[src/rtl/program_loader.sv]
// -----------------------------------------------------------------------------
// program_loader
//
// Writer side of the CPU instruction memory. Receives a program image as a
// byte stream, writes it word by word into the 16-bit instruction memory, and
// holds the CPU in reset until the whole image has been written.
//
// Image format (after the SYNC_BYTE marker):
//   LEN_HI, LEN_LO            word count, big-endian
//   DATA_HI, DATA_LO  x len   word k is written to address k
//   CHK                       only with LOADER_CHECKSUM_EN defined
//
// Optional feature macro: LOADER_CHECKSUM_EN
//   Defined   : one trailing checksum byte is accepted after the last word (or
//               straight after LEN_LO when len == 0). The 8-bit sum of LEN_HI,
//               LEN_LO, all data bytes and the checksum must be 8'h00, or the
//               image is rejected (words already written stay in memory).
//   Undefined : no checksum byte, no running sum.
//
// Parameters:
//   ADDR_W     instruction memory address width (depth 2**ADDR_W words)
//   SYNC_BYTE  start-of-image marker
//
// Ports:
//   clk           system clock, all logic on posedge
//   rst           synchronous active-high reset
//   in_data       incoming image byte
//   in_valid      in_data is valid
//   in_ready      loader can take a byte this cycle
//   mem_we        memory write enable, one-cycle pulse per word
//   mem_addr      word write address
//   mem_wdata     word write data
//   cpu_rst       holds the CPU control FSM in reset while high
//   done          image loaded successfully (sticky until rst)
//   error         image rejected (sticky until rst)
//   words_loaded  number of words written so far
//
// Handshake: a byte transfers at a posedge where in_valid & in_ready are both
// high. in_valid may drop for any number of cycles between bytes; in_ready is
// low while rst is high, so a byte offered during reset is never taken.
//
// The FSM state is held in the named register `state` for observation.
// -----------------------------------------------------------------------------
module program_loader #(
  parameter int          ADDR_W    = 16,
  parameter logic [7:0]  SYNC_BYTE = 8'hA5
) (
  input  logic              clk,
  input  logic              rst,
  input  logic [7:0]        in_data,
  input  logic              in_valid,
  output logic              in_ready,
  output logic              mem_we,
  output logic [ADDR_W-1:0] mem_addr,
  output logic [15:0]       mem_wdata,
  output logic              cpu_rst,
  output logic              done,
  output logic              error,
  output logic [15:0]       words_loaded
);

  typedef enum logic [2:0] {
    S_SYNC,
    S_LEN_HI,
    S_LEN_LO,
    S_DATA_HI,
    S_DATA_LO,
    S_DONE,
    S_ERROR
`ifdef LOADER_CHECKSUM_EN
    ,
    S_CHK
`endif
  } state_t;

  // Where the FSM goes once the last word has been written.
`ifdef LOADER_CHECKSUM_EN
  localparam state_t END_STATE = S_CHK;
`else
  localparam state_t END_STATE = S_DONE;
`endif

  // Memory depth, kept wide enough that 2**16 is representable.
  localparam logic [32:0] DEPTH = 33'd1 << ADDR_W;

  state_t      state;
  logic [15:0] len;
  logic [7:0]  hi_byte;
`ifdef LOADER_CHECKSUM_EN
  logic [7:0]  sum;
`endif

  logic        accept;
  logic [15:0] next_len;
  logic [15:0] next_count;

  always_comb begin
    in_ready = 1'b0;
    if (!rst) begin
      case (state)
        S_SYNC, S_LEN_HI, S_LEN_LO, S_DATA_HI, S_DATA_LO: in_ready = 1'b1;
`ifdef LOADER_CHECKSUM_EN
        S_CHK: in_ready = 1'b1;
`endif
        default: in_ready = 1'b0;
      endcase
    end
  end

  assign accept     = in_valid & in_ready;
  // Full length as it will be once the LEN_LO byte is latched.
  assign next_len   = {len[15:8], in_data};
  assign next_count = words_loaded + 16'd1;

  always_ff @(posedge clk) begin
    if (rst) begin
      state        <= S_SYNC;
      mem_we       <= 1'b0;
      mem_addr     <= '0;
      mem_wdata    <= '0;
      cpu_rst      <= 1'b1;
      done         <= 1'b0;
      error        <= 1'b0;
      words_loaded <= '0;
      len          <= '0;
      hi_byte      <= '0;
`ifdef LOADER_CHECKSUM_EN
      sum          <= '0;
`endif
    end else begin
      mem_we <= 1'b0;
      case (state)
        S_SYNC: begin
          // Anything other than the marker is dropped while hunting.
          if (accept && in_data == SYNC_BYTE) state <= S_LEN_HI;
        end
        S_LEN_HI: begin
          if (accept) begin
            len[15:8] <= in_data;
`ifdef LOADER_CHECKSUM_EN
            sum       <= in_data;
`endif
            state     <= S_LEN_LO;
          end
        end
        S_LEN_LO: begin
          if (accept) begin
            len[7:0] <= in_data;
`ifdef LOADER_CHECKSUM_EN
            sum      <= sum + in_data;
`endif
            if (next_len == 16'd0)          state <= END_STATE;
            else if (33'(next_len) > DEPTH) state <= S_ERROR;
            else                            state <= S_DATA_HI;
          end
        end
        S_DATA_HI: begin
          if (accept) begin
            hi_byte <= in_data;
`ifdef LOADER_CHECKSUM_EN
            sum     <= sum + in_data;
`endif
            state   <= S_DATA_LO;
          end
        end
        S_DATA_LO: begin
          if (accept) begin
            mem_wdata    <= {hi_byte, in_data};
            mem_addr     <= ADDR_W'(words_loaded);
            mem_we       <= 1'b1;
            words_loaded <= next_count;
`ifdef LOADER_CHECKSUM_EN
            sum          <= sum + in_data;
`endif
            // The count stops exactly at len, so it can never wrap.
            state <= (next_count == len) ? END_STATE : S_DATA_HI;
          end
        end
`ifdef LOADER_CHECKSUM_EN
        S_CHK: begin
          if (accept) state <= (8'(sum + in_data) == 8'h00) ? S_DONE : S_ERROR;
        end
`endif
        S_DONE: begin
          // One cycle after entry: the final write has been captured by now.
          done    <= 1'b1;
          cpu_rst <= 1'b0;
        end
        S_ERROR: begin
          error   <= 1'b1;
          cpu_rst <= 1'b1;
        end
        default: state <= S_SYNC;
      endcase
    end
  end

endmodule
[config.mk]
export PLATFORM = sky130hd
export DESIGN_NAME = program_loader
export DESIGN_NICKNAME = d
export VERILOG_FILES = /design/src/rtl/program_loader.sv
export SDC_FILE = /design/constraint.sdc
export NUM_CORES = 1
export LEC_CHECK = 0
export BUFFER_PORTS_ARGS = -buffer_cell sky130_fd_sc_hd__buf_2
export CAP_MARGIN = 20
export CORE_MARGIN = 2
export CORE_UTILIZATION = 36
export CTS_CLUSTER_SIZE = 30
export DETAILED_ROUTE_END_ITERATION = 6
export PLACE_DENSITY = 0.58
export SLEW_MARGIN = 20
export SYNTH_ARGS = -nofsm -noshare
export SYNTH_HDL_FRONTEND = slang
export SYNTH_SLANG_ARGS = --single-unit
[constraint.sdc]
create_clock -name clk -period 1.8 [get_ports clk]
set_input_delay 0.36 -clock clk [delete_from_list [all_inputs] [get_ports clk]]
set_output_delay 0.36 -clock clk [all_outputs]
set_load 0.02 [all_outputs]
# After elaboration in Yosys (flattened, before gate mapping)

Index checks and enable logic that the tools add are counted.

Bits in registers: 79
Input bits: 11
Output and inout bits: 53
Word-level logic and storage cells: 52

$add $sub $neg: 1
Eq/ne operators: 13
Muxes and demuxes: 12
Bitwise gates (word level): 3
Reduce and logical (&&, ||, !) cells: 12

Operator list:

| kind                                                 | count |
|---|---|
| two-way mux 3 bit                                    | 7 |
| one-hot mux 3 bit (6 select lines)                   | 1 |
| adder 16 x 1 -> 16 bit (second input constant)       | 1 |
| equality test 16 bit                                 | 1 |
| logical NOT 16 bit                                   | 1 |
| inequality test 2 bit (second input constant)        | 5 |
| equality test 3 bit (second input constant)          | 3 |
| equality test 8 bit (second input constant)          | 1 |
| AND reduction 2 bit                                  | 4 |
| equality test 3 x 2 -> 1 bit (second input constant) | 2 |
| AND reduction 6 bit                                  | 1 |
| OR reduction 5 bit                                   | 1 |
| OR reduction 2 bit                                   | 2 |
| equality test 3 x 1 -> 1 bit (second input constant) | 1 |
| logical NOT 3 bit                                    | 1 |
| two-way mux 1 bit                                    | 3 |
| NOT 1 bit                                            | 2 |
| one-hot mux 1 bit (2 select lines)                   | 1 |
| nonzero test 2 bit                                   | 1 |
| AND 1 bit                                            | 1 |
| logical AND 1 bit                                    | 1 |

# Depth between registers and ports, before layout

Gate-level depths: netlist of run 1.

Word-level depth: 8
Depth in mapped cells: 7
Mapped depth without buffers: 7

# Worst setup path after synthesis of run 1

Ideal clock, no wire load.

Path kind: reg2reg
From: register words_loaded[1]
To: register state[1]
Arrival time: 1.898 ns
Required time: 1.680 ns
Slack: -0.218 ns
Cell stages (with the launch flop): 8
Path buffers: 0
Period minus slack after synthesis: 2.018 ns
Cells stage by stage: dfxtp_1 -> ha_1 -> nand3_1 -> a211oi_1 -> a31oi_1 -> o311ai_0 -> nand4_1 -> o31a_1

Longest elaborated chain between the ends: 5

RTL lines:

| item                               | line | source |
|---|---|---|
| start, declared                    | 59   | `output logic [15:0] words_loaded` |
| start signal, assigned             | 171  | `words_loaded <= next_count;` |
| adder 16 x 1 -> 16 bit             | 113  | `assign next_count = words_loaded + 16'd1;` |
| equality test 16 bit               | 176  | `state <= (next_count == len) ? END_STATE : S_DATA_HI;` |
| two-way mux 3 bit                  | 176  |  |
| two-way mux 3 bit                  | 167  | `if (accept) begin` |
| one-hot mux 3 bit (6 select lines) | 132  | `case (state)` |
| end signal, assigned               | 176  |  |
| end, declared                      | 86   | `state_t state;` |

Every way passes these cells. The select of a mux whose other input is x is not followed.
A chain may end at the register's enable or synchronous reset.

# Final worst setup path of run 1

From: register words_loaded[0]
To: register state[1]

Same word-level chain as after synthesis.

==> metrics.md, run 1 <==
| Metric | Value |
|---|---|
| Share of Yosys cell area claimed by the top area cell type | `0.4332` |
| CP endpoint | `state[1]` |
| Initial core utilization | `0.3718` |
| Fin. max-slew vios | `0` |
| Area delta synth->final | `32.11%` |
| CP max-delay cell | `dfxtp_2` |
| Critical path class | `reg2reg` |
| Post-route ant nets | `0` |
| N_diodes | `0` |
| Post-synthesis adder-cell area fraction | `0.003427` |
| Part of the power in registers | `0.528` |
| Most frequent cells in the layout | `nand2_1 (110), dfxtp_1 (69), buf_2 (62), buf_4 (48), nand3b_1 (40)` |
| FILL cells | `approximately 1000` |
| First-pass GRT wire length | `16240 µm` |
| Pint | `2.570 mW` |
| GRT overflow | `0` |
| Largest area contributor in the netlist | `dfxtp_1` |
| Post-Synth Simple-Gate Area | `0.3420` |
| Post-synthesis mux area share | `0` |
| Power Dens Cells | `685.0 mW/mm²` |
| Drt total wl | `around 10000 µm` |
| DR iter-0 viols | `between 150 and 200` |
| Crit path DAT | `2.02 ns` |
| Hold Vio Cnt, Final | `0` |
| Die height | `104.7 µm` |
| Clk pwr share | `0.437` |
| Die Area | `0.01096 mm²` |
| R2r startpoint | `words_loaded[0]` |
| Worst Setup End Kind | `flip-flop` |
| CP required | `slightly above 2 ns` |
| Top post-synthesis cells by area | `dfxtp_1 (43%), nand2_1 (11%), nand3b_1 (8.2%)` |
| Max stage delay on crit path | `0.38 ns` |
| CTS Sinks | `79` |
| Switch Pwr | `0.7342 mW` |
| Finished Layout Cells | `688` |
| Crit-path cells | `ha_4 -> buf_6 -> and3_4 -> nand4_1 -> o311ai_2 -> buf_4 -> nand4_1 -> o31a_1` |
| RD Place Congestion | `0.8820` |
| Bufs on Longest Clock Path | `2` |
| Ys async rst share | `0` |
| Post-synth top flop | `dfxtp_1` |
| Core box area | `0.009819 mm²` |
| Switching share of power | `0.2222` |
| Tightest Hold Check Type | `in2reg` |
| Die Span X | `~100 µm` |
| Fin crit share | `0.9837` |
| TritonCTS clock tree | `yes` |
| Setup-failing EPs final | `0` |
| RR Endpoint | `state[1]` |
| Worst vdd ir | `0.3521 mV` |
| CP Launch Type | `flip-flop` |
| IO Port Bufs | `63` |
| Number of max-cap violations | `0` |
| Synthesized flop and latch total | `79` |
| Setup crit start | `words_loaded[0]` |
| Headroom to the max-slew limit | `0.7428` |
| Vias in the first global route | `3294` |
| Outcome | `finished clean` |
| Row count | `36` |
| Residual DRC | `0` |
| Clk Latency, worst-skew pair | `0.36 ns` |
| Gate power share | `0.035` |
| Synthesis Warnings | `0` |
| Mapped cell area | `between 0.003 and 0.004 mm²` |
| Netlist cell types | `45` |
| Total chip power | `3.304 mW` |
| Vias per cell | `4.968` |
| Post-DR wirelength/cell | `between 10 and 15 µm` |
| # hold bufs at CTS | `0` |
| Final #Nets | `563` |
| Largest family of logic cells by synthesized area | `simple AND/OR/NAND/NOR gates` |
| Min cycle time layout | `1.771 ns` |
| Dpl cell area | `0.004442 mm²` |
| 1st-pass router iterations | `4` |
| Initial antenna violation count | `0` |
| Design area | `0.004823 mm²` |
| Core Util, Final | `0.4912` |
| Total CTS buffers | `9` |
| Post-Place Cells | `671` |
| Crit Path Max Fanout | `5` |
| H-tree levels | `3` |
| Number of flops mapped to enable cells by yosys | `0` |
| Fmax | `564.8 MHz` |
| Cells after Synth | `452` |
| Static leakage | `2.126 nW` |
| Hpwl dp | `6985 µm` |
| Worst-Margin Slew | `0.3858 ns` |
| Reg2Reg Depth | `8` |
| Syn_nets | `464` |
| Synth Area per Inst | `8.077 µm²` |
| Total GRT Usage | `0.1846` |
| CP most frequent cell | `nand4_1` |
| Unrepaired setup endpoints after global routing | `yes` |
| Layout cells sized above 1 | `0.3063` |
| Commonest non-fill, non-tap cell in the layout | `nand2_1` |
| Pin count of the biggest net entering global routing | `81` |
| Layout Skew | `just over 0.006 ns` |
| IO Count | `64` |
| Post-Synth XOR/XNOR Area | `0.08773` |
| Compound-cell area share of the yosys netlist | `0.09184` |
| Setup slack, reg-to-reg | `0.03 ns` |
| Sequential-to-total area share from yosys stat | `0.4332` |
| Clock transition at path regs | `approximately 0.08 ns` |
| Clk Tree Root Cell | `clkbuf_8` |
| Total number of vias | `3418` |
registers in the layout, summed over array words and instances, names as in the netlist:
register      count
error             1
cpu_rst           1
mem_addr         16
words_loaded     16
state             3
hi_byte           8
len              16
done              1
mem_we            1
mem_wdata        16
per-stage QoR:
| stage | setup TNS, ns | setup slack, ns | hold slack [ns] |
|---|---|---|---|
| 2_1_floorplan | 0 | 0.007883 | 0.4160 |
| 3_3_place_gp | -0.1744 | -0.1521 | 0.4356 |
| 3_5_place_dp | -0.2388 | -0.1723 | 0.4332 |
| 4_1_cts | 0 | 0.006405 | 0.3319 |
| 5_1_grt | -0.1437 | -0.08435 | 0.3531 |
| 6_report | 0 | 0.02936 | 0.3319 |
final cells by class:
cell class / count / area (µm²) / area share
Tap cell: 133 / 166.4 / 0.03450
Sequential cell: 79 / 1599 / 0.3315
Clock inverter: 6 / 86.33 / 0.01790
Timing Repair Buffer: 118 / 778.2 / 0.1613
Clock buffer: 9 / 123.9 / 0.02568
Inverter: 6 / 22.52 / 0.004669
Multi-Input combinational cell: 337 / 2047 / 0.4244
cell usage after synthesis, drive strengths merged, types with 5 or more instances:
cell / instances
a31oi: 5
xor2: 16
xnor2: 18
a21oi: 13
clkbuf: 18
nor3: 6
buf: 12
nand2b: 16
nand2: 111
nor2: 32
o21ai: 24
nand4: 9
nand3: 11
nand3b: 40
dfxtp: 79
inv: 6
cells by family (layout without fill, tap and decap cells):
kind of cell / after synthesis / in the layout
adder cells (fa/ha/maj): 1 / 1
XOR/XNOR: 35 / 35
AO/OA/AOI/OAI: 56 / 56
AND/OR/NAND/NOR: 245 / 245
buffers and inverters: 36 / 139
flip-flops: 79 / 79
worst max-delay path, delay by kind of cell, from the launching register on:
kind / cells / cell delay (ns)
adder cells (fa/ha/maj): 1 / 0.17
flip-flops: 1 / 0.38
buffers and inverters: 2 / 0.27
AND/OR/NAND/NOR: 3 / 0.43
AO/OA/AOI/OAI: 2 / 0.41
power groups by stage:
stage	logic (mW)	clock network, mW	registers, mW
floorplan	0.0526	0	1.79
global placement	0.112	0	1.79
detailed placement	0.113	0	1.79
CTS	0.116	1.47	1.75
global route	0.126	1.53	1.75
finish	0.117	1.44	1.74
how the worst min path moves through the flow:
stage	start	endpoint	depth (start not counted)
5_1_grt	in_data[1]	mem_wdata[1]	4
6_report	in_data[1]	mem_wdata[1]	4
3_3_place_gp	hi_byte[4]	mem_wdata[12]	2
2_1_floorplan	hi_byte[2]	mem_wdata[10]	2
4_1_cts	in_data[7]	mem_wdata[7]	4
3_5_place_dp	hi_byte[1]	mem_wdata[9]	2
metal layers:
metal	routed length [µm]	share of wire	up-vias	track usage
met3	444	0.044	9	0.03618
met4	120	0.012	0	0.05619
met1	4583	0.46	1616	0.2420
li1	-	-	1726	-
met2	4851	0.49	67	0.3072
met5	0	0	-	0
timing repair:
action	4_1_cts	5_1_grt
resized for setup	12	26
endpoints found under the hold margin	0	0
endpoints found under the setup margin	2	8
pin swaps	11	13
setup buffers	0	3
Note: power is estimated with default switching activity, not from simulation.
==> run 2, diff against run 1 <==
Settings changed: CTS_BUF_LIST set to sky130_fd_sc_hd__clkbuf_2, PLACE_DENSITY 0.58 to 0.56.
Clock period 1.8 ns to 1.9 ns, I/O delays scaled along.
==> metrics.md, run 2 (synthesized netlist as in run 1, its figures left out) <==
| Metric | Value |
|---|---|
| Reg2Reg Depth | `8 (unchanged)` |
| Unrepaired setup endpoints after global routing | `yes` |
| Die height | `104.7 µm (unchanged)` |
| Clock transition at path regs | `0.22 ns (+0.14 ns)` |
| Layout Skew | `0.01692 ns (+0.01080 ns)` |
| Worst vdd ir | `0.3121 mV (-11%)` |
| Number of max-cap violations | `0 (unchanged)` |
| Clk Tree Root Cell | `clkbuf_2` |
| RR Endpoint | `state[1]` |
| Initial core utilization | `0.3718 (unchanged)` |
| CP max-delay cell | `dfxtp_4` |
| First-pass GRT wire length | `16660 µm (+2.5%)` |
| Post-route ant nets | `0 (unchanged)` |
| Die Span X | `104.7 µm (unchanged)` |
| Outcome | `finished clean` |
| Tightest Hold Check Type | `in2reg` |
| Residual DRC | `0 (unchanged)` |
| Top delay family on crit path | `flip-flops` |
| R2r startpoint | `words_loaded[0]` |
| Initial antenna violation count | `0 (unchanged)` |
| Total number of vias | `3434 (+0.47%)` |
| Static leakage | `2.002 nW (-5.8%)` |
| Fin. max-slew vios | `0 (unchanged)` |
| Worst Setup End Kind | `primary output` |
| CP required | `1.52 ns (-0.53 ns)` |
| DR iter-0 viols | `144 (-7.7%)` |
| Clk pwr share | `0.350 (-0.087)` |
| Headroom to the max-slew limit | `0.6951 (-0.04767)` |
| Worst hold stages | `3 (-1)` |
| Fmax | `541.7 MHz` |
| Part of the power in registers | `0.611 (+0.083)` |
| Crit path DAT | `1.47 ns (-0.55 ns)` |
| Commonest non-fill, non-tap cell in the layout | `nand2_1` |
| Bufs on Longest Clock Path | `2 (unchanged)` |
| Crit-path cells | `nor2_4 -> inv_1 -> a21oi_1 -> buf_4` |
| RD Place Congestion | `0.8794 (-0.29%)` |
| Vias per cell | `5.057 (+1.8%)` |
| Layout cells sized above 1 | `0.2674 (-0.03891)` |
| Switch Pwr | `0.7056 mW (-3.9%)` |
| Pin count of the biggest net entering global routing | `58 (-28%)` |
| Power Dens Cells | `599.4 mW/mm² (-13%)` |
| TritonCTS clock tree | `yes` |
| Crit Path Max Fanout | `3 (-2)` |
| H-tree levels | `3 (unchanged)` |
| HP Start | `in_valid` |
| GRT overflow | `0 (unchanged)` |
| Hold Vio Cnt, Final | `0 (unchanged)` |
| Setup slack, reg-to-reg | `0.07 ns (+0.04 ns)` |
| Total CTS buffers | `9 (unchanged)` |
| Clk Latency, worst-skew pair | `0.54 ns (+0.18 ns)` |
| Worst-Margin Slew | `0.4573 ns (+0.07151 ns)` |
| N_diodes | `0 (unchanged)` |
| Max stage delay on crit path | `0.41 ns (+0.03 ns)` |
| Drt total wl | `10190 µm (+1.9%)` |
| Die Area | `0.01096 mm² (unchanged)` |
| Post-Place Cells | `660 (-1.6%)` |
| CP Launch Type | `flip-flop` |
| IO Port Bufs | `63 (unchanged)` |
| Min cycle time layout | `1.846 ns` |
| Core box area | `0.009819 mm² (unchanged)` |
| Min-Delay Endpoint | `state[0]` |
| Switching share of power | `0.2596 (+0.03733)` |
| Hpwl dp | `7130 µm (+2.1%)` |
| Most frequent cells in the layout | `nand2_1 (111), dfxtp_1 (72), buf_2 (62), buf_4 (45), nand3b_1 (40)` |
| IO Count | `64 (unchanged)` |
| Finished Layout Cells | `679 (-1.3%)` |
| Setup TNS | `0 ns (unchanged)` |
| Final #Nets | `553 (-1.8%)` |
| Fin crit share | `0.9716` |
| Critical path class | `reg2out` |
| Total GRT Usage | `0.1875 (+0.002880)` |
| Gate power share | `0.039 (+0.004)` |
| Area delta synth->final | `24.23%` |
| 1st-pass router iterations | `4 (unchanged)` |
| CP Buf/Inv Count | `2 (unchanged)` |
| CTS Sinks | `79 (unchanged)` |
| Row count | `36 (unchanged)` |
| FILL cells | `1054 (+7.9%)` |
| Dpl cell area | `0.004332 mm² (-2.5%)` |
| Design area | `0.004536 mm² (-6.0%)` |
| Vias in the first global route | `3361 (+2.0%)` |
| Pint | `2.013 mW (-22%)` |
| Setup-failing EPs final | `0 (unchanged)` |
| Post-DR wirelength/cell | `15.01 µm (+3.3%)` |
[run 2: changes by cell type in the layout (fill, tap and decap cells not counted), sizes merged]
cell	before	now
clkinvlp	1	2
clkinv	3	2
bufinv	2	1
inv	6	8
buf	118	108
[run 2: worst max path at each step]
stage	from	endpoint	slack, ns	cells past startpoint
2_1_floorplan	words_loaded[0]	state[1]	0.002	7
3_3_place_gp	in_data[1]	state[1]	-0.05	7
3_5_place_dp	in_data[1]	state[1]	-0.09	7
4_1_cts	state[1]	in_ready	-0.02	4
5_1_grt	len[15]	state[1]	-0.03	6
6_report	state[0]	in_ready	0.05	4
[run 2: metal layers]
layer	vias up	GRT usage	wire length (µm)
li1	1696	-	-
met1	1635	0.2457	4692
met2	88	0.3184	4816
met3	15	0.03119	540
met4	0	0.05238	143
met5	-	0	0
[run 2: stage by stage]
stage	setup WS [ns]	power [mW]	util	hold slack, ns
global route	-0.02596	2.809	0.4619	0.1714
floorplan	0.001601	1.745	-	0.4160
global placement	-0.04752	1.799	0.4411	0.4274
detailed placement	-0.08672	1.799	0.4411	0.4287
CTS	-0.01671	2.737	0.4555	0.1353
finish	0.05398	2.718	0.4619	0.1483
[run 2: cell type report]
type / count / area, µm² / share of cell area
multi-input combinational: 337 / 1968 / 0.4339
clock inverter: 7 / 70.07 / 0.01545
timing repair buffer: 108 / 668.1 / 0.1473
clock buffer: 9 / 45.04 / 0.009931
inverter: 6 / 22.52 / 0.004966
tap: 133 / 166.4 / 0.03669
sequential: 79 / 1595 / 0.3517
[run 2: what timing repair did]
item                       in CTS  in global routing
pin swaps                       0                  3
gates resized for setup         8                 12
setup endpoints to repair       3                  4
hold buffers                    0                  0
buffers inserted                1                  2
[run 2: worst reg2reg max path, stage by stage (launching register included)]
cell	delay [ns]
dfxtp_2	0.37
ha_1	0.22
buf_4	0.17
and3_1	0.22
nor2_1	0.15
nor4_2	0.06
o22ai_2	0.15
a21oi_2	0.10
o31a_1	0.31
[run 2: power by group through the flow]
stage | combinational (mW) | sequential [mW] | clock, mW
6_report | 0.107 | 1.66 | 0.950
5_1_grt | 0.115 | 1.66 | 1.03
4_1_cts | 0.105 | 1.66 | 0.969
3_5_place_dp | 0.104 | 1.70 | 0
3_3_place_gp | 0.103 | 1.70 | 0
2_1_floorplan | 0.0498 | 1.70 | 0
==> run 3, diff against run 2 <==
--- a/config.mk
+++ b/config.mk
@@ -8,4 +8,6 @@
 export BUFFER_PORTS_ARGS = -buffer_cell sky130_fd_sc_hd__buf_2
 export CAP_MARGIN = 20
+export CELL_PAD_IN_SITES_DETAIL_PLACEMENT = 0
+export CELL_PAD_IN_SITES_GLOBAL_PLACEMENT = 1
 export CORE_MARGIN = 2
 export CORE_UTILIZATION = 36
@@ -13,6 +15,5 @@
 export CTS_CLUSTER_SIZE = 30
 export DETAILED_ROUTE_END_ITERATION = 6
-export PLACE_DENSITY = 0.56
-export SLEW_MARGIN = 20
+export PLACE_DENSITY = 0.72
 export SYNTH_ARGS = -nofsm -noshare
 export SYNTH_HDL_FRONTEND = slang
==> constraint.sdc (replaced) <==
create_clock -name clk -period 1.9 [get_ports clk]
set_input_delay 0.38 -clock clk [delete_from_list [all_inputs] [get_ports clk]]
set_output_delay 0.38 -clock clk [all_outputs]
set_load 0.05 [all_outputs]
==> metrics.md, run 3 (synthesized netlist as in run 1, its figures left out) <==
| Metric | Value |
|---|---|
| Dpl cell area | `0.004317 mm² (-0.35%)` |
| Drt total wl | `9978 µm (-2.1%)` |
| Worst Setup End Kind | `flip-flop` |
| Total GRT Usage | `0.1858 (-0.001652)` |
| Layout Skew | `0.03349 ns (+0.01657 ns)` |
| Total number of vias | `3353 (-2.4%)` |
| Hpwl dp | `6858 µm (-3.8%)` |
| Initial antenna violation count | `0 (unchanged)` |
| Hold WS | `0.1270 ns (-0.02133 ns)` |
| CP endpoint | `state[1]` |
| TritonCTS clock tree | `yes` |
| Commonest non-fill, non-tap cell in the layout | `nand2_1` |
| CP Buf/Inv Count | `0 (-2)` |
| Core Util, Final | `0.4650 (+0.003058)` |
| Power Dens Cells | `595.6 mW/mm² (-0.63%)` |
| # hold bufs at CTS | `0 (unchanged)` |
| Residual DRC | `0 (unchanged)` |
| Worst vdd ir | `0.2555 mV (-18%)` |
| N_diodes | `0 (unchanged)` |
| Die Area | `0.01096 mm² (unchanged)` |
| Worst-Margin Slew | `0.5715 ns (+0.1142 ns)` |
| RR Endpoint | `state[1]` |
| Row count | `36 (unchanged)` |
| Die height | `104.7 µm (unchanged)` |
| Outcome | `finished clean` |
| Critical path class | `reg2reg` |
| Total CTS buffers | `9 (unchanged)` |
| R2r startpoint | `words_loaded[0]` |
| FILL cells | `1042 (-1.1%)` |
| Initial core utilization | `0.3718 (unchanged)` |
| Post-route ant nets | `0 (unchanged)` |
| Layout cells sized above 1 | `0.2947 (+0.02726)` |
| CP required | `2.35 ns (+0.83 ns)` |
| Bufs on Longest Clock Path | `2 (unchanged)` |
| RD Place Congestion | `0.8235 (-6.4%)` |
| Setup slack, reg-to-reg | `0.05 ns (-0.02 ns)` |
| Max stage delay on crit path | `0.52 ns (+0.11 ns)` |
| H-tree levels | `3 (unchanged)` |
| IO Port Bufs | `63 (unchanged)` |
| Headroom to the max-slew limit | `0.6190 (-0.07614)` |
| Area delta synth->final | `25.05%` |
| CTS Sinks | `79 (unchanged)` |
| Min cycle time layout | `1.855 ns (+0.008690 ns)` |
| Most frequent cells in the layout | `nand2_1 (111), buf_2 (62), dfxtp_1 (61), buf_4 (42), nand3b_1 (40)` |
| Stages on the worst setup path | `5 (+1)` |
| IO Count | `64 (unchanged)` |
| 1st-pass router iterations | `4 (unchanged)` |
| Tightest Hold Check Type | `in2reg` |
| Clk Latency, worst-skew pair | `0.55 ns (about the same)` |
| First-pass GRT wire length | `16420 µm (-1.4%)` |
| Crit path DAT | `2.31 ns (+0.84 ns)` |
| Clock transition at path regs | `0.25 ns (+0.03 ns)` |
| Vias in the first global route | `3278 (-2.5%)` |
| Top delay family on crit path | `compound AO/OA/AOI/OAI gates` |
| Reg2Reg Depth | `5 (-3)` |
| Crit Path Max Fanout | `5 (+2)` |
| Die Span X | `104.7 µm (unchanged)` |
| Pin count of the biggest net entering global routing | `69 (+19%)` |
| Fin. max-slew vios | `0 (unchanged)` |
| Fmax | `539.2 MHz (-0.47%)` |
| Hold Vio Cnt, Final | `0 (unchanged)` |
| Core box area | `0.009819 mm² (unchanged)` |
| Number of max-cap violations | `0 (unchanged)` |
| Design area | `0.004566 mm² (+0.66%)` |
| DR iter-0 viols | `99 (-31%)` |
| Final #Nets | `550 (-0.54%)` |
| Vias per cell | `4.960 (-1.9%)` |
| GRT overflow | `0 (unchanged)` |
| Setup crit start | `words_loaded[0]` |
| Fin crit share | `0.9762 (+0.004574)` |
| CP Launch Type | `flip-flop` |
| Crit-path cells | `ha_2 -> nand3_2 -> o311ai_0 -> nand4_1 -> o31a_1` |
| Total chip power | `2.719 mW (about the same)` |
| Post-DR wirelength/cell | `14.76 µm (-1.7%)` |
| Clk Tree Root Cell | `clkbuf_2` |
| Static leakage | `1.994 nW (-0.39%)` |
| CP max-delay cell | `o311ai_0` |
| Setup-failing EPs final | `0 (unchanged)` |
## run 3: through the flow
stage	TNS [ns]	std cells	setup slack [ns]
after detailed placement	-0.09060	655	-0.09060
after global placement	-0.08755	655	-0.08755
final	0	676	0.04529
after CTS	0	672	0.01141
after global routing	-0.1321	676	-0.05020
after floorplan	0	452	0.0003262
## run 3: power by group
part | internal (mW) | switching [mW]
combinational | 0.0508 | 0.0614
sequential | 1.65 | 0.00133
clock | 0.316 | 0.640
## run 3: how the worst min path moves through the flow
stage / endpoint / from / slack (ns) / cells past startpoint
detailed placement: mem_wdata[14] / hi_byte[6] / 0.43 / 2
CTS: hi_byte[1] / in_data[1] / 0.11 / 4
global placement: mem_wdata[9] / hi_byte[1] / 0.43 / 2
global route: hi_byte[1] / in_data[1] / 0.11 / 4
finish: hi_byte[1] / in_data[1] / 0.13 / 4
floorplan: mem_wdata[10] / hi_byte[2] / 0.42 / 2
## run 3: routing by layer
layer	global-route usage	wire length [µm]	vias to the layer above
li1	-	-	1699
met2	0.3123	4746	88
met4	0.04952	124	0
met1	0.2385	4572	1558
met5	0	0	-
met3	0.04492	534	8
## run 3: what timing repair did
action | in CTS | in global routing
pin swaps | 1 | 6
setup endpoints to repair | 1 | 9
buffers inserted | 1 | 4
endpoints found under the hold margin | 0 | 0
gates resized for setup | 8 | 17
gates cloned | 0 | 0
## run 3: cell type report
cell class,count,area [µm²],share of cell area
inverters,6,22.52,0.004933
flip-flops and latches,79,1627,0.3563
clock buffers,10,50.05,0.01096
clock inverters,6,68.82,0.01507
multi-input cells,337,1994,0.4368
repair buffers,105,636.9,0.1395
well taps,133,166.4,0.03645
## run 3: tightest hold or removal path: stages
cell and delay (ns):
buf_2 0.09, buf_4 0.12, nand2_1 0.05, nand2_1 0.04
